File: config.mk
export PLATFORM = sky130hd
export DESIGN_NAME = mem_arb
export DESIGN_NICKNAME = d
export VERILOG_FILES = /design/src/rtl/mem_pkg.sv /design/src/rtl/mem_arb_rr_arb2.sv /design/src/rtl/mem_arb.sv
export SDC_FILE = /design/constraint.sdc
export NUM_CORES = 1
export LEC_CHECK = 0
export CELL_PAD_IN_SITES_DETAIL_PLACEMENT = 0
export CELL_PAD_IN_SITES_GLOBAL_PLACEMENT = 1
export CORE_MARGIN = 1.5
export CORE_UTILIZATION = 32
export CTS_CLUSTER_DIAMETER = 80
export DETAILED_ROUTE_END_ITERATION = 6
export GPL_TIMING_DRIVEN = 0
export MAX_ROUTING_LAYER = met4
export PLACE_DENSITY = 0.82
export SLEW_MARGIN = 30
export SYNTH_ARGS = -nofsm -noshare
export SYNTH_HDL_FRONTEND = slang
export SYNTH_SLANG_ARGS = --single-unit
File: constraint.sdc
create_clock -name clk -period 3.7 [get_ports clk]
set_input_delay 0.555 -clock clk [delete_from_list [all_inputs] [get_ports clk]]
set_output_delay 0.555 -clock clk [all_outputs]
set_load 0.005 [all_outputs]
File: src/rtl/mem_pkg.sv
// Shared types and memory-op encodings for the mem_arb memory-port arbiter.
package mem_pkg;

   localparam logic [2:0] OP_LB  = 3'b000;
   localparam logic [2:0] OP_LH  = 3'b001;
   localparam logic [2:0] OP_LW  = 3'b010;
   localparam logic [2:0] OP_LBU = 3'b100;
   localparam logic [2:0] OP_LHU = 3'b101;

   typedef enum logic [1:0] {
      IDLE     = 2'd0,
      ISSUE    = 2'd1,
      WAIT     = 2'd2,
      RESP_ERR = 2'd3
   } state_t;

   typedef enum logic {
      OWN_IFU = 1'b0,
      OWN_LSU = 1'b1
   } owner_t;

   function automatic logic op_legal(input logic [2:0] op);
      case (op)
         OP_LB, OP_LH, OP_LW, OP_LBU, OP_LHU: return 1'b1;
         default:                             return 1'b0;
      endcase
   endfunction

endpackage

File: src/rtl/mem_arb_rr_arb2.sv
// Two-input round-robin grant; last_grant only advances when a grant is accepted.
module rr_arb2 (
   input  logic       clk,
   input  logic       rst,
   input  logic [1:0] req,
   input  logic       en,
   output logic [1:0] gnt
);

   logic last_grant;  // 1 = requester 1 won most recently

   always_comb begin
      gnt = req;
      if (req[0] && req[1]) begin
         gnt = last_grant ? 2'b01 : 2'b10;
      end
   end

   always_ff @(posedge clk) begin
      if (rst) begin
         last_grant <= 1'b1;
      end else if (en) begin
         last_grant <= gnt[1];
      end
   end

endmodule

File: src/rtl/mem_arb.sv
// IFU/LSU arbiter and sequencer for the single memory port: one transaction in flight at a time.
module mem_arb
   import mem_pkg::*;
#(
   parameter int ADDR_W  = 32,
   parameter int DATA_W  = 32,
   parameter int TIMEOUT = 255
) (
   input  logic              clk,
   input  logic              rst,
   input  logic              ifu_req_valid,
   output logic              ifu_req_ready,
   input  logic [ADDR_W-1:0] ifu_addr,
   output logic              ifu_rsp_valid,
   output logic [DATA_W-1:0] ifu_rdata,
   output logic              ifu_err,
   input  logic              lsu_req_valid,
   output logic              lsu_req_ready,
   input  logic [ADDR_W-1:0] lsu_addr,
   input  logic              lsu_we,
   input  logic [2:0]        lsu_op,
   input  logic [DATA_W-1:0] lsu_wdata,
   output logic              lsu_rsp_valid,
   output logic [DATA_W-1:0] lsu_rdata,
   output logic              lsu_err,
   output logic              mem_req_valid,
   input  logic              mem_req_ready,
   output logic [ADDR_W-1:0] mem_addr,
   output logic              mem_we,
   output logic [2:0]        mem_op,
   output logic [DATA_W-1:0] mem_wdata,
   input  logic              mem_rsp_valid,
   input  logic [DATA_W-1:0] mem_rdata,
   output logic              busy
);

   localparam logic [7:0] TO_LAST = 8'(TIMEOUT - 1);

   state_t     state, state_nx;
   owner_t     owner_q, grant_owner, rsp_owner;
   logic [1:0] gnt;
   logic       accept, rsp_fire, rsp_err, cnt_clr, cnt_inc;
   logic [7:0] cnt;

   rr_arb2 u_arb (
      .clk (clk),
      .rst (rst),
      .req ({lsu_req_valid, ifu_req_valid}),
      .en  (accept),
      .gnt (gnt)
   );

   assign grant_owner = gnt[1] ? OWN_LSU : OWN_IFU;
   // An illegal op is answered in the accept cycle, before owner_q is loaded.
   assign rsp_owner   = (state == IDLE) ? grant_owner : owner_q;
   assign busy        = (state != IDLE);

   always_ff @(posedge clk) begin
      if (rst) begin
         state <= IDLE;
      end else begin
         state <= state_nx;
      end
   end

   always_comb begin
      state_nx      = state;
      accept        = 1'b0;
      rsp_fire      = 1'b0;
      rsp_err       = 1'b0;
      cnt_clr       = 1'b0;
      cnt_inc       = 1'b0;
      mem_req_valid = 1'b0;
      ifu_req_ready = 1'b0;
      lsu_req_ready = 1'b0;
      case (state)
         IDLE: begin
            ifu_req_ready = gnt[0];
            lsu_req_ready = gnt[1];
            if (|gnt) begin
               accept = 1'b1;
               if (gnt[1] && !op_legal(lsu_op)) begin
                  state_nx = RESP_ERR;
                  rsp_fire = 1'b1;
                  rsp_err  = 1'b1;
               end else begin
                  state_nx = ISSUE;
               end
            end
         end
         ISSUE: begin
            mem_req_valid = 1'b1;
            if (mem_req_ready) begin
               state_nx = WAIT;
               cnt_clr  = 1'b1;
            end
         end
         WAIT: begin
            cnt_inc = 1'b1;
            if (mem_rsp_valid) begin
               state_nx = IDLE;
               rsp_fire = 1'b1;
            end else if (cnt == TO_LAST) begin
               state_nx = IDLE;
               rsp_fire = 1'b1;
               rsp_err  = 1'b1;
            end
         end
         RESP_ERR: state_nx = IDLE;
         default:  state_nx = IDLE;
      endcase
   end

   always_ff @(posedge clk) begin
      if (rst) begin
         cnt <= '0;
      end else if (cnt_clr) begin
         cnt <= '0;
      end else if (cnt_inc) begin
         cnt <= cnt + 8'd1;
      end
   end

   always_ff @(posedge clk) begin
      if (rst) begin
         mem_addr  <= '0;
         mem_we    <= 1'b0;
         mem_op    <= OP_LW;
         mem_wdata <= '0;
         owner_q   <= OWN_IFU;
      end else if (accept) begin
         mem_addr  <= gnt[1] ? lsu_addr : ifu_addr;
         mem_we    <= gnt[1] & lsu_we;
         mem_op    <= gnt[1] ? lsu_op : OP_LW;
         mem_wdata <= gnt[1] ? lsu_wdata : '0;
         owner_q   <= grant_owner;
      end
   end

   always_ff @(posedge clk) begin
      if (rst) begin
         ifu_rsp_valid <= 1'b0;
         ifu_err       <= 1'b0;
         ifu_rdata     <= '0;
         lsu_rsp_valid <= 1'b0;
         lsu_err       <= 1'b0;
         lsu_rdata     <= '0;
      end else begin
         ifu_rsp_valid <= rsp_fire && (rsp_owner == OWN_IFU);
         ifu_err       <= rsp_fire && rsp_err && (rsp_owner == OWN_IFU);
         lsu_rsp_valid <= rsp_fire && (rsp_owner == OWN_LSU);
         lsu_err       <= rsp_fire && rsp_err && (rsp_owner == OWN_LSU);
         if (rsp_fire && (rsp_owner == OWN_IFU)) begin
            ifu_rdata <= rsp_err ? '0 : mem_rdata;
         end
         if (rsp_fire && (rsp_owner == OWN_LSU)) begin
            lsu_rdata <= rsp_err ? '0 : mem_rdata;
         end
      end
   end

endmodule

==> results of run 1 <==
-- worst max-delay path by stage --
stage                    end           from  depth (start not counted)
3_3_place_gp   lsu_req_ready  lsu_req_valid                          7
6_report       lsu_req_ready  lsu_req_valid                          7
3_5_place_dp   lsu_req_ready  lsu_req_valid                          7
2_1_floorplan  lsu_req_ready  lsu_req_valid                          5
4_1_cts        lsu_req_ready  lsu_req_valid                          7
5_1_grt        lsu_req_ready  lsu_req_valid                          7
-- logic make-up after synthesis --
logic type,Yosys count
fa+ha+maj,2
flops,148
buf+inv,52
compound gates,92
simple gates,202
mux,96
xor+xnor,4
-- cells in the final DEF, fill, tap and decap left out, drive strengths merged, types with 4 or more instances in the layout --
cell type,n
nand3,37
nand2,39
a22oi,35
a21oi,9
inv,6
clkbuf,40
a211oi,35
buf,29
nor2,79
dfxtp,148
nand2b,35
mux2i,96
o21ai,4
clkdlybuf4s50,277
-- per-layer routing --
metal	track usage (%)	wire (um)	vias to the layer above
met5	-	0	-
met4	3.62	82	0
met2	33.5	9290	215
met1	24.2	8240	2541
met3	7.15	1500	8
li1	-	-	2674
-- Yosys cell counts, drive strengths merged --
master and number:
dfxtp 148, mux2i 96, nor2 79, nand2 39, nand3 37, a211oi 35, a22oi 35, nand2b 35
buf 29, clkbuf 18, a21oi 9, inv 5, o21ai 4, nand4 3, xor2 3, a31oi 2
ha 2, nor2b 2, nor3 2, o21a 2, or3 2, a2111oi 1, a21boi 1, a21o 1
nand4b 1, o21bai 1, o22ai 1, or2 1, or4 1, xnor2 1
-- critical path: cells and delay by family --
kind	cells	cell delay [ns]
buffers and inverters	5	1.80
AND/OR/NAND/NOR	1	0.13
AO/OA/AOI/OAI	1	0.18
-- registers in the layout (all words and copies together) (netlist names) --
signal,count
cnt,8
ifu_err,1
ifu_rdata,32
ifu_rsp_valid,1
lsu_err,1
lsu_rdata,32
lsu_rsp_valid,1
mem_addr,32
mem_op,3
mem_wdata,32
mem_we,1
owner_q,1
state,2
u_arb.last_grant,1
-- metrics by stage --
stage | hold slack [ns] | setup slack, ns | cells | utilization, % | instance area, um^2
CTS | 0.461 | 0.464 | 1132 | 53.1 | 9580
floorplan | 0.454 | 1.93 | 596 | - | 5920
detailed placement | 0.451 | 0.473 | 1102 | 49.8 | 8980
global route | 0.479 | 0.322 | 1132 | 53.1 | 9580
finish | 0.459 | 0.488 | 1133 | 53.2 | 9580
global placement | 0.446 | 0.492 | 1102 | 49.8 | 8980
-- power by group through the flow --
| stage | clock [W] | sequential, W | combinational [W] |
|---|---|---|---|
| final | 0.00177 | 0.00174 | 0.000718 |
| after global routing | 0.00188 | 0.00175 | 0.000783 |
| after CTS | 0.00181 | 0.00174 | 0.000728 |
| after detailed placement | 0 | 0.00177 | 0.000725 |
| after global placement | 0 | 0.00177 | 0.000726 |
| after floorplan | 0 | 0.00177 | 0.000295 |
-- cell type report --
class	instances	area, um^2
antenna	1	2.50
timing repair buffer	277	2770
clock inverter	8	125
sequential	148	2960
tap	229	287
multi-input combinational	396	2700
fill	1663	8440
clock buffer	22	474
buffer	47	241
inverter	5	18.8
==> out/qor.csv, run 1 <==
stage,metric,value,unit
pwr,Power Density,442,mW/mm^2
timing,unrepaired setup endpoints after global routing,false,
timing,worst slew slack as a fraction of its limit,57.1,%
min_path,WHS Path Cells,2,
timing,setup clock skew after layout,0.00884,ns
clock_tree,number of hold buffers added after cts,0,
routing,total detailed-routing wirelength,19100,um
die,die area,0.0193,mm^2
routing,Detailed Route Iter0 Violations,242,
min_path,Worst Hold Launch,lsu_rdata[3],
final_layout,layout-stage area growth over the synthesis result,61.8,%
routing,Antenna Nets Post-Route,0,
global_routing,total routing resource utilization after global routing,20.3,%
critical_path,required time of the critical path,3.14,ns
placed_design,number of buffers added on ports,277,
pwr,net switching power of the design,0.00103,W
die,number of ports placed on the die boundary,278,
logic_synthesis,complex-gate fraction of the synthesized area,11.4,%
final_layout,fraction of final layout cells with drive strength greater than 1,8.08,%
logic_synthesis,total number of yosys warnings,0,
global_routing,via count of the first global-routing pass,5462,
timing,Worst Tran Pin Value,0.644,ns
status,status,"complete, no violations",
logic_synthesis,Post-Synth XOR/XNOR Area,0.592,%
critical_path,data arrival time of the worst path,2.66,ns
routing,average vias per placed instance,4.80,
logic_synthesis,multiplexer fraction of the synthesized cell area,16.2,%
critical_path,critical path cell sequence,clkdlybuf4s50_1 > a21boi_1 > buf_2 > nand2_1 > inv_1 > buf_2 > clkdlybuf4s50_1,
routing,DRC violations left,0,
clock_tree,buffers inserted during post-CTS setup optimization,0,
critical_path,worst reg-to-reg path cell count,7,
die,number of core rows,49,
pwr,maximum ir drop on the vdd rail,0.332,mV
global_routing,antenna violations before repair,0,
critical_path,delay of the slowest cell on the worst path,0.57,ns
routing,DR vias,5438,
critical_path,endpoint of the lowest-slack register-to-register path,ifu_rdata[11],
clock_tree,clock slew at reported path FFs,0.05,ns
logic_synthesis,library cell occupying the most area in the post-synthesis netlist,sky130_fd_sc_hd__dfxtp_1,
final_layout,number of nets in the final layout,1032,
timing,"Slew Viols, Final",0,
min_path,worst hold-check path type,register to register,
die,core area,0.0180,mm^2
logic_synthesis,average cell area after synthesis,9.93,um^2
timing,final count of hold timing violations,0,
global_routing,global-route wire length before repair,30000,um
clock_tree,H-tree depth,4,
die,Die Y-Extent,139,um
global_routing,pin count of the biggest net entering global routing,17,
logic_synthesis,dominant combinational cell family by area after synthesis,simple AND/OR/NAND/NOR gates,
critical_path,maximum fanout along the worst path,10,
pwr,share of power burned in registers,41.1,%
logic_synthesis,register area share after synthesis,50.0,%
critical_path,Critical R2R Launch,cnt[0],
flow_run,Max Cap Viol,0,
logic_synthesis,largest cells by area after synthesis,"sky130_fd_sc_hd__dfxtp_1, sky130_fd_sc_hd__mux2i_1, sky130_fd_sc_hd__nor2_1",
logic_synthesis,area fraction of the dominant cell type after synthesis,50.0,%
pwr,switching share of power,24.4,%
clock_tree,number of instances resized during post-cts repair,0,
placed_design,post-DP HPWL,14500,um
critical_path,worst-path cell with the longest stage delay,sky130_fd_sc_hd__clkdlybuf4s50_1,
die,Die Span X,139,um
timing,"Period Utilization, post-route",86.8,%
timing,f_max,311,MHz
clock_tree,TritonCTS clock tree,yes,
routing,WL/cell,16.9,um
logic_synthesis,post-synthesis adder-cell area fraction,0.423,%
logic_synthesis,count of state elements after synthesis,148,
critical_path,Startpoint Class,primary input,
placed_design,routability congestion estimate,0.784,
clock_tree,number of sinks driven by the clock tree,148,
clock_tree,root buf cell,sky130_fd_sc_hd__clkbuf_16,
logic_synthesis,area of the mapped netlist,0.00592,mm^2
pwr,total power after layout,0.00423,W
logic_synthesis,simple-gate share of the synthesized area,16.9,%
critical_path,register-to-register setup slack,1.83,ns
critical_path,Worst Setup End Kind,output pin,
die,initial core utilization,32.8,%
pwr,clock network fraction of design power,41.9,%
timing,Post-Route Setup TNS,0,ns
timing,Period minus WS final,3.21,ns
pwr,Cell Int Power,0.00320,W
clock_tree,Max Buffers Root-to-Sink,2,
logic_synthesis,number of instances in the synthesized netlist,596,
pwr,combinational share of power,17.0,%
logic_synthesis,post-synthesis net count,736,
pwr,P_leak,3.92,nW
clock_tree,total clock buffers created by CTS,17,
routing,count of TritonRoute iterations in the first routing pass,6,
critical_path,category of the critical setup timing path,primary input to output pin,
global_routing,total grt overflow,0,
logic_synthesis,"Distinct cells, synth",39,
timing,final setup violation count,0,
min_path,Worst Hold End,lsu_rdata[3],
clock_tree,clk_lat worst skew,0.41,ns
No activity file was read; power rests on OpenSTA's default activity.
==> inputs of run 2 (changes only) <==
--- a/config.mk
+++ b/config.mk
@@ -5,6 +5,7 @@
 export SDC_FILE = /design/constraint.sdc
 export NUM_CORES = 1
 export LEC_CHECK = 0
+export CAP_MARGIN = 0
 export CELL_PAD_IN_SITES_DETAIL_PLACEMENT = 0
 export CELL_PAD_IN_SITES_GLOBAL_PLACEMENT = 1
 export CORE_MARGIN = 1.5
==> results of run 2 <==
No change in the layout: final DEF, timing and power equal those of run 1.
